==> config.mk <==
export PLATFORM = sky130hd
export DESIGN_NAME = decode_stage_pipe
export DESIGN_NICKNAME = d
export VERILOG_FILES = /design/src/rtl/decode_stage_pipe.sv
export SDC_FILE = /design/constraint.sdc
export NUM_CORES = 1
export LEC_CHECK = 0
export ABC_CLOCK_PERIOD_IN_PS = 1800
export BUFFER_PORTS_ARGS = -buffer_cell sky130_fd_sc_hd__buf_2
export CAP_MARGIN = 20
export CORE_MARGIN = 2
export CORE_UTILIZATION = 56
export CTS_CLUSTER_DIAMETER = 150
export DETAILED_ROUTE_END_ITERATION = 10
export PLACE_DENSITY = 0.82
export SLEW_MARGIN = 25
export SYNTH_ARGS = -nofsm -noshare
export SYNTH_HDL_FRONTEND = slang
export SYNTH_SLANG_ARGS = --single-unit
==> constraint.sdc <==
create_clock -name clk -period 1.8 [get_ports clk]
set_input_delay 0.18 -clock clk [delete_from_list [all_inputs] [get_ports clk]]
set_output_delay 0.18 -clock clk [all_outputs]
set_load 0.05 [all_outputs]
==> src/rtl/decode_stage_pipe.sv <==
// Decode stage: architectural register file, immediate/jump/shift extraction,
// load-use hazard detection and the ID/EX pipeline register.
// Optional write-through bypass on capture: define DECODE_WB_BYPASS_EN.
module decode_stage_pipe #(
  parameter int DATA_WIDTH = 16,
  parameter int NUM_REGS   = 8,
  parameter int JUMP_SHIFT = 1,
  localparam int REG_IDX_W = $clog2(NUM_REGS)
) (
  input  logic                  clk,
  input  logic                  rst_n,
  input  logic                  if_valid,
  input  logic [15:0]           instruction,
  input  logic [DATA_WIDTH-1:0] pc_plus2,
  input  logic                  wb_en,
  input  logic [REG_IDX_W-1:0]  wb_idx,
  input  logic [DATA_WIDTH-1:0] wb_data,
  input  logic                  ex_mem_read,
  input  logic [REG_IDX_W-1:0]  ex_rd,
  input  logic                  stall_in,
  input  logic                  flush,
  output logic                  hazard_stall,
  output logic                  id_valid,
  output logic [DATA_WIDTH-1:0] read_data_1,
  output logic [DATA_WIDTH-1:0] read_data_2,
  output logic [REG_IDX_W-1:0]  rs_idx,
  output logic [REG_IDX_W-1:0]  rt_idx,
  output logic [DATA_WIDTH-1:0] i_1,
  output logic [DATA_WIDTH-1:0] i_2,
  output logic [DATA_WIDTH-1:0] word_align_jump,
  output logic [DATA_WIDTH-1:0] to_shift,
  output logic [DATA_WIDTH-1:0] pc_plus2_q
);

  logic [DATA_WIDTH-1:0] regs_q [NUM_REGS];
  logic [DATA_WIDTH-1:0] regs_d [NUM_REGS];

  logic [REG_IDX_W-1:0]  rs_dec;
  logic [REG_IDX_W-1:0]  rt_dec;
  logic [DATA_WIDTH-1:0] imm5_ext;
  logic [DATA_WIDTH-1:0] imm8_ext;
  logic [DATA_WIDTH-1:0] jump_ext;
  logic [DATA_WIDTH-1:0] shamt_ext;
  logic [DATA_WIDTH-1:0] rf_rd1;
  logic [DATA_WIDTH-1:0] rf_rd2;
  logic [DATA_WIDTH-1:0] src_rd1;
  logic [DATA_WIDTH-1:0] src_rd2;
  logic                  src_hit_rd1;
  logic                  src_hit_rd2;
  logic                  unused_opcode;

  logic                  id_valid_q, id_valid_d;
  logic [DATA_WIDTH-1:0] rd1_q, rd1_d;
  logic [DATA_WIDTH-1:0] rd2_q, rd2_d;
  logic [REG_IDX_W-1:0]  rs_q, rs_d;
  logic [REG_IDX_W-1:0]  rt_q, rt_d;
  logic [DATA_WIDTH-1:0] i1_q, i1_d;
  logic [DATA_WIDTH-1:0] i2_q, i2_d;
  logic [DATA_WIDTH-1:0] jump_q, jump_d;
  logic [DATA_WIDTH-1:0] shift_q, shift_d;
  logic [DATA_WIDTH-1:0] pc_q, pc_d;

  // Opcode bits are consumed by the execute-side control decoder, not here.
  assign unused_opcode = ^instruction[15:11];

  always_comb begin
    rs_dec    = REG_IDX_W'(instruction[10:8]);
    rt_dec    = REG_IDX_W'(instruction[7:5]);
    imm5_ext  = {{(DATA_WIDTH-5){instruction[4]}}, instruction[4:0]};
    imm8_ext  = {{(DATA_WIDTH-8){instruction[7]}}, instruction[7:0]};
    jump_ext  = {{(DATA_WIDTH-11){instruction[10]}}, instruction[10:0]} << JUMP_SHIFT;
    shamt_ext = {{(DATA_WIDTH-4){1'b0}}, instruction[3:0]};
  end

  always_comb begin
    regs_d = regs_q;
    if (wb_en) begin
      regs_d[wb_idx] = wb_data;
    end
  end

  always_ff @(posedge clk or negedge rst_n) begin
    if (!rst_n) begin
      for (int i = 0; i < NUM_REGS; i++) begin
        regs_q[i] <= '0;
      end
    end else begin
      regs_q <= regs_d;
    end
  end

  assign rf_rd1 = regs_q[rs_dec];
  assign rf_rd2 = regs_q[rt_dec];

`ifdef DECODE_WB_BYPASS_EN
  // A write landing on the same edge as the capture is forwarded into ID/EX.
  assign src_hit_rd1 = wb_en && (wb_idx == rs_dec);
  assign src_hit_rd2 = wb_en && (wb_idx == rt_dec);
`else
  assign src_hit_rd1 = 1'b0;
  assign src_hit_rd2 = 1'b0;
`endif

  assign src_rd1 = src_hit_rd1 ? wb_data : rf_rd1;
  assign src_rd2 = src_hit_rd2 ? wb_data : rf_rd2;

  // ex_mem_read is assumed already qualified by EX validity upstream.
  assign hazard_stall = if_valid && ex_mem_read &&
                        ((rs_dec == ex_rd) || (rt_dec == ex_rd));

  always_comb begin
    id_valid_d = id_valid_q;
    rd1_d      = rd1_q;
    rd2_d      = rd2_q;
    rs_d       = rs_q;
    rt_d       = rt_q;
    i1_d       = i1_q;
    i2_d       = i2_q;
    jump_d     = jump_q;
    shift_d    = shift_q;
    pc_d       = pc_q;
    if (flush) begin
      id_valid_d = 1'b0;
    end else if (!stall_in) begin
      if (hazard_stall) begin
        id_valid_d = 1'b0;
      end else begin
        id_valid_d = if_valid;
        rd1_d      = src_rd1;
        rd2_d      = src_rd2;
        rs_d       = rs_dec;
        rt_d       = rt_dec;
        i1_d       = imm5_ext;
        i2_d       = imm8_ext;
        jump_d     = jump_ext;
        shift_d    = shamt_ext;
        pc_d       = pc_plus2;
      end
    end
  end

  always_ff @(posedge clk or negedge rst_n) begin
    if (!rst_n) begin
      id_valid_q <= 1'b0;
      rd1_q      <= '0;
      rd2_q      <= '0;
      rs_q       <= '0;
      rt_q       <= '0;
      i1_q       <= '0;
      i2_q       <= '0;
      jump_q     <= '0;
      shift_q    <= '0;
      pc_q       <= '0;
    end else begin
      id_valid_q <= id_valid_d;
      rd1_q      <= rd1_d;
      rd2_q      <= rd2_d;
      rs_q       <= rs_d;
      rt_q       <= rt_d;
      i1_q       <= i1_d;
      i2_q       <= i2_d;
      jump_q     <= jump_d;
      shift_q    <= shift_d;
      pc_q       <= pc_d;
    end
  end

  assign id_valid        = id_valid_q;
  assign read_data_1     = rd1_q;
  assign read_data_2     = rd2_q;
  assign rs_idx          = rs_q;
  assign rt_idx          = rt_q;
  assign i_1             = i1_q;
  assign i_2             = i2_q;
  assign word_align_jump = jump_q;
  assign to_shift        = shift_q;
  assign pc_plus2_q      = pc_q;

endmodule
# [Yosys cells after proc, flatten, opt, wreduce, memory -nomap -nowiden]
# Cells that the tools add are included.
# Widths: inputs -> output; s select.
[word_totals] reg_bits=211 word_cells=48
[classes] n_lt_le_gt_ge=4 bitwise_logic=6 muxes=12 n_reduce_logical=5 eq_ne=3
[op_table] operator="$bwmux 128" n=1
[op_table] operator="$bmux 16 s3" n=2
[op_table] operator="$mux 16" n=5
[op_table] operator="$demux 16 s3" n=1
[op_table] operator="$ge 4x4->1 const B" n=3
[op_table] operator="$not 3->4" n=3
[op_table] operator="$eq 3x3->1" n=2
[op_table] operator="$lt 4x1->1 const B" n=1
[op_table] operator="$logic_and 1x1->1" n=3
[op_table] operator="$mux 1" n=3
[op_table] operator="$not 1->1" n=3
[op_table] operator="$reduce_and 3->1" n=1
[op_table] operator="$ne 2x1->1 const B" n=1
[op_table] operator="$logic_or 1x1->1" n=1

# [Logic depth before layout (Yosys ltp)]
# Gate-level depths: netlist (run 1).
[depth] word_depth=6 depth_mapped=7 depth_no_buf=4

# [Least setup slack after synthesis (run 1)]
# No wires, ideal clock.
[synth_path] kind="input-to-reg" start="in instruction[5]" end="reg rd1_q[10], in the netlist read_data_1[10]" slack_ps=-55 required_time_ps=1672 path_stages=7 arrival_ps=1728 path_cell_list="buf_2 xor2_1 or4_4 nand3_2 buf_6 buf_6 mux2_1"
[synth_via] elab_chain_len=5
[synth_lines] item="from (decl)" line_no="13" source="input logic [15:0] instruction,"
[synth_lines] item="$eq 3x3->1" line_no="109" source="((rs_dec == ex_rd) || (rt_dec == ex_rd));"
[synth_lines] item="$logic_or 1x1->1" line_no="109"
[synth_lines] item="$logic_and 1x1->1" line_no="108" source="assign hazard_stall = if_valid && ex_mem_read &&"
[synth_lines] item="$not 1->1 (no line)"
[synth_lines] item="$reduce_and 3->1 (no line)"
[synth_lines] item="to (signal assigned)" line_no="156" source="rd1_q <= rd1_d;"
[synth_lines] item="to (decl)" line_no="53" source="logic [DATA_WIDTH-1:0] rd1_q, rd1_d;"
# Every way passes these cells.
# A chain may end at the register's enable or synchronous reset.

# [Worst setup path after layout (run 1)]
[layout_path] start="in instruction[10]" end="out hazard_stall"
[layout_via] elab_chain_len=3
[layout_lines] item="$eq 3x3->1" line_no="109"
[layout_lines] item="$logic_or 1x1->1" line_no="109"
[layout_lines] item="$logic_and 1x1->1" line_no="108"
[layout_lines] item="to (decl)" line_no="22" source="output logic hazard_stall,"
# Every way passes these cells.

==> results of run 1 <==
cell usage after synthesis:
master	count
sky130_fd_sc_hd__dfrtp_1	188
sky130_fd_sc_hd__mux2_2	134
sky130_fd_sc_hd__mux2_1	85
sky130_fd_sc_hd__mux4_2	64
sky130_fd_sc_hd__buf_4	63
sky130_fd_sc_hd__buf_2	16
sky130_fd_sc_hd__clkbuf_1	16
sky130_fd_sc_hd__xor2_1	6
sky130_fd_sc_hd__nand2_1	4
sky130_fd_sc_hd__nand4b_1	4
sky130_fd_sc_hd__buf_6	2
sky130_fd_sc_hd__nor3_2	2
sky130_fd_sc_hd__nor3b_2	2
sky130_fd_sc_hd__or4_4	2
sky130_fd_sc_hd__a21oi_1	1
sky130_fd_sc_hd__conb_1	1
sky130_fd_sc_hd__nand2b_1	1
sky130_fd_sc_hd__nand3_2	1
sky130_fd_sc_hd__nand4_1	1
sky130_fd_sc_hd__nor2_1	1
state kept, by name, summed over array words and instances, names as in the netlist:
name	cells
rt_idx	2
word_align_jump	1
read_data_2	16
rs_idx	3
i_2	1
regs_q	128
id_valid	1
i_1	4
read_data_1	16
pc_plus2_q	16
worst register-to-register path, stage by stage (launching register included):
cell and delay (ns):
sky130_fd_sc_hd__dfrtp_1 0.40, sky130_fd_sc_hd__mux4_2 0.51, sky130_fd_sc_hd__mux2_2 0.31, sky130_fd_sc_hd__mux2_2 0.27
final cells by class:
class                   instances  area (um2)  share of cell area, %
flip-flops and latches        188        4700                   41.9
multi-input cells             321        4200                   37.5
repair buffers                217        1400                   12.5
clock buffers                  19         443                   3.95
well taps                     220         275                   2.45
clock inverters                13         189                   1.68
power groups by stage:
stage | combinational, uW | sequential (uW) | clock, uW
detailed placement | 5220 | 6010 | 0
finish | 5250 | 5970 | 4010
global route | 5510 | 6100 | 4250
CTS | 5300 | 5960 | 4040
floorplan | 2910 | 7270 | 0
global placement | 5110 | 5880 | 0
metal layers:
metal | GRT usage, % | vias up
met5 | 0 | -
met4 | 8.57 | 0
met3 | 4.69 | 22
met2 | 42.8 | 180
met1 | 32.6 | 3072
li1 | - | 2461
kinds of logic (layout without fill, tap and decap cells):
kind of cell / after synthesis / in the layout / synth area share [%]
AO/OA/AOI/OAI: 1 / 1 / 0.0529
multiplexers: 283 / 283 / 41.3
buffers and inverters: 97 / 249 / 6.72
XOR/XNOR: 6 / 6 / 0.556
AND/OR/NAND/NOR: 18 / 18 / 1.52
other: 1 / 13 / 0.0397
flip-flops: 188 / 188 / 49.8
metrics by stage:
stage / setup WS, ns / instance area, um2 / power [uW] / instances
floorplan: 0.00218 / 9580 / 10200 / 606
global placement: -0.0381 / 10300 / 11000 / 922
detailed placement: -0.0731 / 10300 / 11200 / 922
CTS: 0.130 / 11200 / 15300 / 978
global route: 0.0951 / 11200 / 15800 / 978
finish: 0.125 / 11200 / 15200 / 978
worst max-delay path by stage:
| stage | to | startpoint | depth (start not counted) | slack [ns] |
|---|---|---|---|---|
| finish | hazard_stall | instruction[10] | 6 | 0.12 |
| global route | hazard_stall | ex_rd[2] | 6 | 0.1 |
| CTS | hazard_stall | instruction[9] | 6 | 0.13 |
| detailed placement | read_data_1[14] | instruction[9] | 5 | -0.07 |
| global placement | read_data_1[12] | instruction[9] | 5 | -0.04 |
| floorplan | read_data_1[10] | instruction[7] | 7 | 0.002 |
layout by cell type (no fill, tap or decap), types with 2 or more instances in the layout:
master and instances:
sky130_fd_sc_hd__buf_12 9, sky130_fd_sc_hd__buf_2 161, sky130_fd_sc_hd__buf_4 22, sky130_fd_sc_hd__bufinv_16 4, sky130_fd_sc_hd__clkbuf_16 17, sky130_fd_sc_hd__clkinv_2 3, sky130_fd_sc_hd__clkinv_4 2, sky130_fd_sc_hd__conb_1 13
sky130_fd_sc_hd__dfrtp_1 188, sky130_fd_sc_hd__dlygate4sd3_1 24, sky130_fd_sc_hd__inv_6 2, sky130_fd_sc_hd__mux2_1 75, sky130_fd_sc_hd__mux2_2 134, sky130_fd_sc_hd__mux2_4 10, sky130_fd_sc_hd__mux4_2 64, sky130_fd_sc_hd__nand2_1 4
sky130_fd_sc_hd__nand4b_1 4, sky130_fd_sc_hd__nor3_2 2, sky130_fd_sc_hd__nor3b_2 2, sky130_fd_sc_hd__or4_4 2, sky130_fd_sc_hd__xor2_1 6
==> impl_summary.log, run 1 <==
INFO  metric kind_of_start_point_of_the_critical_path = input pin
INFO  metric number_of_drc_violations_after_detailed_routing = 0
INFO  metric overflow = 0
INFO  metric hold_path_end = regs_q[126]
INFO  metric status = completed
INFO  metric share_of_cells_above_drive_strength_1 = 57.9%
INFO  metric number_of_failing_hold_endpoints_at_the_final_stage = 0
INFO  metric power.share.combinational = 34.5%
INFO  metric rows = 47
INFO  metric syn_inst = 594
INFO  metric pint = 9670 uW
INFO  metric syn_area = 9450 um2
INFO  metric netlist.top_cell.by_area = sky130_fd_sc_hd__dfrtp_1
INFO  metric setup_viol = 0
INFO  metric worst_path_most_repeated_cell = sky130_fd_sc_hd__buf_2
INFO  metric largest_fanout_on_the_critical_path = 3
INFO  metric routability_cong = 0.766
INFO  metric fill_cell_count = 1113
INFO  metric synthDominantCellAreaShare = 49.8%
INFO  metric peakVddDrop = 841 uV
INFO  metric crit_path_cell_trace = buf_2 -> xor2_1 -> or4_4 -> buf_4 -> nand2_1 -> buf_2
INFO  metric cts_resized = 0
INFO  metric portBuffers = 162
INFO  metric hold_path.class = in -> reg
INFO  metric reg2reg_slack = 0.20 ns
INFO  metric vias_in_the_first_global_route = 6204
INFO  metric whs = 0.0694 ns
INFO  metric final_core_utilization = 67.9%
INFO  metric max_clock_freq = 597 MHz
INFO  metric design.final.nets = 806
INFO  metric power_spent_charging_and_discharging_nets = 5570 uW
INFO  metric worst-setup-path-type = in -> out
INFO  metric cp.arrival = 1.50 ns
INFO  metric wirelength_met1 = 8.70 mm
INFO  metric hold_path.startpoint = wb_data[14]
INFO  metric cts_tree = built
INFO  metric fp.dieArea = 17900 um2
INFO  metric power-per-cell-area = 1360 nW/um2
INFO  metric global_route.usage.total = 25.1%
INFO  metric finalSetupTns = 0 ns
INFO  metric rsz0062_at_grt = no
INFO  metric final_period_minus_worst_setup_slack = 1.68 ns
INFO  metric cts.clk_slew.worst_paths = 0.07 ns
INFO  metric met3_length = 1.07 mm
INFO  metric initial_utilization = 57.2%
INFO  metric postRouteAntennaNets = 0
INFO  metric synth_sequential_area_ratio = 49.8%
INFO  metric fin_worst_skew = 0.00840 ns
INFO  metric drt_wl_total = 21.3 mm
INFO  metric routed.top_layer = met4
INFO  metric mapped_avg_cell_area = 15.9 um2
INFO  metric power.sequential.fraction = 39.2%
INFO  metric place_hpwl = 13.4 mm
INFO  metric timing.critical_path.buf_inv = 3
INFO  metric critPathRequiredTime = 1.62 ns
INFO  metric p_sw_share = 36.5%
INFO  metric tritoncts.num_buffers = 17
INFO  metric htree_levels = 4
INFO  metric cts_num_sinks = 188
INFO  metric static-leakage-power = 0.00501 uW
INFO  metric dr_wl_met2 = 11.3 mm
INFO  metric synth.top_cells.by_area = sky130_fd_sc_hd__dfrtp_1 50%, sky130_fd_sc_hd__mux2_2 16%, sky130_fd_sc_hd__mux4_2 15%, sky130_fd_sc_hd__mux2_1 10%, sky130_fd_sc_hd__buf_4 5.0%
INFO  metric root_buffer = sky130_fd_sc_hd__clkbuf_16
INFO  metric cts_setup_buffers = 0
INFO  metric clock_latency = 0.43 ns
INFO  metric r2r-start = regs_q[15]
INFO  metric critical_path.max_stage_delay = 0.56 ns
INFO  metric antenna-diode-count = 0
INFO  metric synth_warnings = 0
INFO  metric detail_route.vias_per_cell = 5.86
INFO  metric timing.final.max_slew_violations = 0
INFO  metric worst-r2r-cell-count = 3
INFO  metric synth.ff_latch_count = 188
INFO  metric grt_start_max_net_pins = 55
INFO  metric detailroute.via_count = 5735
INFO  metric antenna_found_initial = 0
INFO  metric clock_power_share = 26.3%
INFO  metric firstDrtPassIters = 5
INFO  metric critical-path-top-delay-family = simple AND/OR/NAND/NOR gates
INFO  metric die_height = 134 um
INFO  metric clockBufferDepth = 2
INFO  metric netlist-cell-type-count = 20
INFO  metric cap_viol_max_count = 0
INFO  metric floorplan.core_area = 16500 um2
INFO  metric post_cts_hold_buffer_count = 24
INFO  metric first_iter_violations = 425
INFO  metric post-route-period-util = 93.1%
INFO  metric post_drt_wl_per_cell = 21.8 um
INFO  metric timing.critical_path.to_type = primary output
INFO  metric cp_slowest_cell = sky130_fd_sc_hd__or4_4
INFO  metric die-width = 134 um
INFO  metric synthToLayoutAreaGrowth = 18.7%
INFO  metric worstHoldPathCells = 2
INFO  metric grt_first_pass_wirelength = 34.2 mm
INFO  metric pin_count = 181
INFO  metric regToRegEndpoint = read_data_1[15]
Power figures use the tool's default switching activity.
==> inputs of run 2 (changes only) <==
--- a/config.mk
+++ b/config.mk
@@ -5,14 +5,15 @@
 export SDC_FILE = /design/constraint.sdc
 export NUM_CORES = 1
 export LEC_CHECK = 0
-export ABC_CLOCK_PERIOD_IN_PS = 1800
+export ABC_CLOCK_PERIOD_IN_PS = 2060
 export BUFFER_PORTS_ARGS = -buffer_cell sky130_fd_sc_hd__buf_2
 export CAP_MARGIN = 20
 export CORE_MARGIN = 2
-export CORE_UTILIZATION = 56
+export CORE_UTILIZATION = 60
 export CTS_CLUSTER_DIAMETER = 150
 export DETAILED_ROUTE_END_ITERATION = 10
-export PLACE_DENSITY = 0.82
+export PLACE_DENSITY = 0.87
+export RECOVER_POWER = 25
 export SLEW_MARGIN = 25
 export SYNTH_ARGS = -nofsm -noshare
 export SYNTH_HDL_FRONTEND = slang
==> constraint.sdc (replaced) <==
create_clock -name clk -period 2.06 [get_ports clk]
set_input_delay 0.206 -clock clk [delete_from_list [all_inputs] [get_ports clk]]
set_output_delay 0.206 -clock clk [all_outputs]
set_load 0.05 [all_outputs]
==> run 2 against run 1 <==
Register-to-register slack improved by 0.26 ns. Clock skew is essentially flat. Clock power fell by 14%. Via count decreased by 0.35%. Combinational power is 14% lower. Global-route usage rose by 1.4 points. Critical endpoint is now regs_q[33].
==> impl_summary.log, run 2 (synthesized netlist as in run 1, its figures left out) <==
INFO  metric status = completed (unchanged)
INFO  metric rsz0062_at_grt = no (unchanged)
INFO  metric tritoncts.num_buffers = 17 (unchanged)
INFO  metric cap_viol_max_count = 0 (unchanged)
INFO  metric cts_setup_buffers = 0 (unchanged)
INFO  metric cts_num_sinks = 188 (unchanged)
INFO  metric timing.critical_path.to_type = flop (was primary output)
INFO  metric hold_path.class = in -> reg (unchanged)
INFO  metric p_sw_share = 36.6% (was 36.5%)
INFO  metric share_of_cells_above_drive_strength_1 = 55.5% (was 57.9%)
INFO  metric floorplan.core_area = 15300 um2 (was 16500 um2)
INFO  metric drt_wl_total = 21.1 mm (was 21.3 mm)
INFO  metric routability_cong = 0.772 (was 0.766)
INFO  metric number_of_drc_violations_after_detailed_routing = 0 (unchanged)
INFO  metric largest_register_ffs = 128 (unchanged)
INFO  metric power-per-cell-area = 1200 nW/um2 (was 1360 nW/um2)
INFO  metric worst_slew_margin_rel = 10.1%
INFO  metric vias_in_the_first_global_route = 6058 (was 6204)
INFO  metric grt_first_pass_wirelength = 32.7 mm (was 34.2 mm)
INFO  metric final_period_minus_worst_setup_slack = 1.76 ns
INFO  metric place_hpwl = 13.4 mm (about the same)
INFO  metric clock_power_share = 26.2% (was 26.3%)
INFO  metric setup_viol = 0 (unchanged)
INFO  metric post-route-period-util = 85.5%
INFO  metric static-leakage-power = 0.00487 uW (was 0.00501 uW)
INFO  metric detail_route.vias_per_cell = 5.96 (was 5.86)
INFO  metric worst_pin_slew = 1.35 ns
INFO  metric finalSetupTns = 0 ns (unchanged)
INFO  metric post_cts_hold_buffer_count = 22 (was 24)
INFO  metric worst-r2r-cell-count = 3 (unchanged)
INFO  metric cts.clk_slew.worst_paths = 0.06 ns (was 0.07 ns)
INFO  metric design.final.nets = 796 (was 806)
INFO  metric antenna-diode-count = 0 (unchanged)
INFO  metric overflow = 0 (unchanged)
INFO  metric number_of_failing_hold_endpoints_at_the_final_stage = 0 (unchanged)
INFO  metric worst-setup-path-type = in -> reg (was in -> out)
INFO  metric cts_resized = 0 (unchanged)
INFO  metric final_common_cell = sky130_fd_sc_hd__dfrtp_1 (unchanged)
INFO  metric power_spent_charging_and_discharging_nets = 4810 uW (was 5570 uW)
INFO  metric firstDrtPassIters = 4 (was 5)
INFO  metric post_drt_wl_per_cell = 22.0 um (was 21.8 um)
INFO  metric largest_fanout_on_the_critical_path = 16 (was 3)
INFO  metric first_iter_violations = 370 (was 425)
INFO  metric power.sequential.fraction = 39.6% (was 39.2%)
INFO  metric fp.dieArea = 16800 um2 (was 17900 um2)
INFO  metric postRouteAntennaNets = 0 (unchanged)
INFO  metric die-width = 130 um (was 134 um)
INFO  metric antenna_found_initial = 0 (unchanged)
INFO  metric peakVddDrop = 764 uV (was 841 uV)
INFO  metric power.share.combinational = 34.2% (was 34.5%)
INFO  metric cp.arrival = 2.07 ns (was 1.50 ns)
INFO  metric clockBufferDepth = 2 (unchanged)
INFO  metric kind_of_start_point_of_the_critical_path = input pin (unchanged)
INFO  metric grt_start_max_net_pins = 52 (was 55)
INFO  metric max_clock_freq = 567 MHz
INFO  metric cts_tree = built (unchanged)
INFO  metric pin_count = 181 (unchanged)
INFO  metric htree_levels = 4 (unchanged)
INFO  metric clock_latency = 0.43 ns (about the same)
INFO  metric worstHoldPathCells = 2 (unchanged)
INFO  metric registers.top_by_ff_count = regs_q (unchanged)
INFO  metric critPathRequiredTime = 2.37 ns (was 1.62 ns)
INFO  metric die_height = 130 um (was 134 um)
INFO  metric stdcell_count = 959 (was 978)
INFO  metric portBuffers = 162 (unchanged)
INFO  metric fin_worst_skew = 0.00878 ns (was 0.00840 ns)
INFO  metric detailroute.via_count = 5715 (was 5735)
INFO  metric timing.final.max_slew_violations = 0 (unchanged)
INFO  metric global_route.usage.total = 26.5% (was 25.1%)
INFO  metric pint = 8350 uW (was 9670 uW)
INFO  metric placed_cells_incl_taps = 905 (was 922)
INFO  metric leading_cell_types_in_the_layout_fill_and_taps_excluded = 188 x sky130_fd_sc_hd__dfrtp_1, 160 x sky130_fd_sc_hd__buf_2, 134 x sky130_fd_sc_hd__mux2_2, 85 x sky130_fd_sc_hd__mux2_1, 64 x sky130_fd_sc_hd__mux4_2 (was 188 x sky130_fd_sc_hd__dfrtp_1, 161 x sky130_fd_sc_hd__buf_2, 134 x sky130_fd_sc_hd__mux2_2, 75 x sky130_fd_sc_hd__mux2_1, 64 x sky130_fd_sc_hd__mux4_2)
INFO  metric rows = 45 (was 47)
INFO  metric root_buffer = sky130_fd_sc_hd__clkbuf_16 (unchanged)
INFO  metric initial_utilization = 61.7% (was 57.2%)
INFO  metric synthToLayoutAreaGrowth = 16.3% (was 18.7%)
-- run 2: cell count changes in the layout (fill, tap and decap cells not counted), moves of 2 or more --
cell and delta:
sky130_fd_sc_hd__buf_12 -5, sky130_fd_sc_hd__dlygate4sd3_1 -2, sky130_fd_sc_hd__clkinvlp_4 +2, sky130_fd_sc_hd__clkbuf_1 +5, sky130_fd_sc_hd__buf_4 -9, sky130_fd_sc_hd__inv_6 -2, sky130_fd_sc_hd__mux2_4 -10, sky130_fd_sc_hd__mux2_1 +10
sky130_fd_sc_hd__clkbuf_8 +4
-- run 2: per-stage QoR --
| step | util (%) | setup WS, ns | total power [uW] | hold slack (ns) | cell area (um2) |
|---|---|---|---|---|---|
| global route | 71.8 | 0.220 | 13700 | 0.0199 | 11000 |
| CTS | 72.0 | 0.439 | 13200 | 0.0134 | 11000 |
| global placement | 66.5 | 0.118 | 9520 | 0.174 | 10200 |
| floorplan | - | 0.179 | 8810 | -0.0896 | 9500 |
| finish | 71.8 | 0.298 | 13200 | 0.0228 | 11000 |
| detailed placement | 66.5 | 0.0956 | 9750 | 0.188 | 10200 |
-- run 2: worst max-delay path, stage by stage --
cell	delay, ns
sky130_fd_sc_hd__clkbuf_1	0.32
sky130_fd_sc_hd__nand4b_1	0.17
sky130_fd_sc_hd__clkbuf_1	0.94
sky130_fd_sc_hd__mux2_2	0.44
-- run 2: routing by layer --
layer	global-route usage, %	vias up	routed length [um]
li1	-	2434	-
met1	32.4	3003	7890
met2	46.7	258	11500
met3	4.79	20	1470
met4	10.8	0	293
met5	0	-	0
-- run 2: final timing paths --
kind | from | to | slack [ns]
max | wb_idx[1] | regs_q[33] | 0.30
min in group asynchronous | rst_n | read_data_1[3] | 0.27
max in group asynchronous | rst_n | rs_idx[0] | 0.49
min reg2reg | read_data_1[10] | read_data_1[10] | 0.49
max reg2reg | regs_q[4] | read_data_1[4] | 0.46
min | pc_plus2[9] | pc_plus2_q[9] | 0.02
-- run 2: layout make-up --
| cell class | count | area (um2) |
|---|---|---|
| clock buffers | 22 | 494 |
| clock inverters | 10 | 136 |
| fillers | 974 | 4320 |
| multi-input cells | 321 | 4150 |
| flip-flops and latches | 188 | 4700 |
| well taps | 211 | 264 |
| repair buffers | 207 | 1240 |
-- run 2: power groups by stage --
stage	clock network, uW	logic, uW	registers (uW)
after CTS	3480	4550	5210
final	3440	4500	5220
after global placement	0	4390	5130
after detailed placement	0	4490	5260
after global routing	3620	4740	5330
after floorplan	0	2460	6350
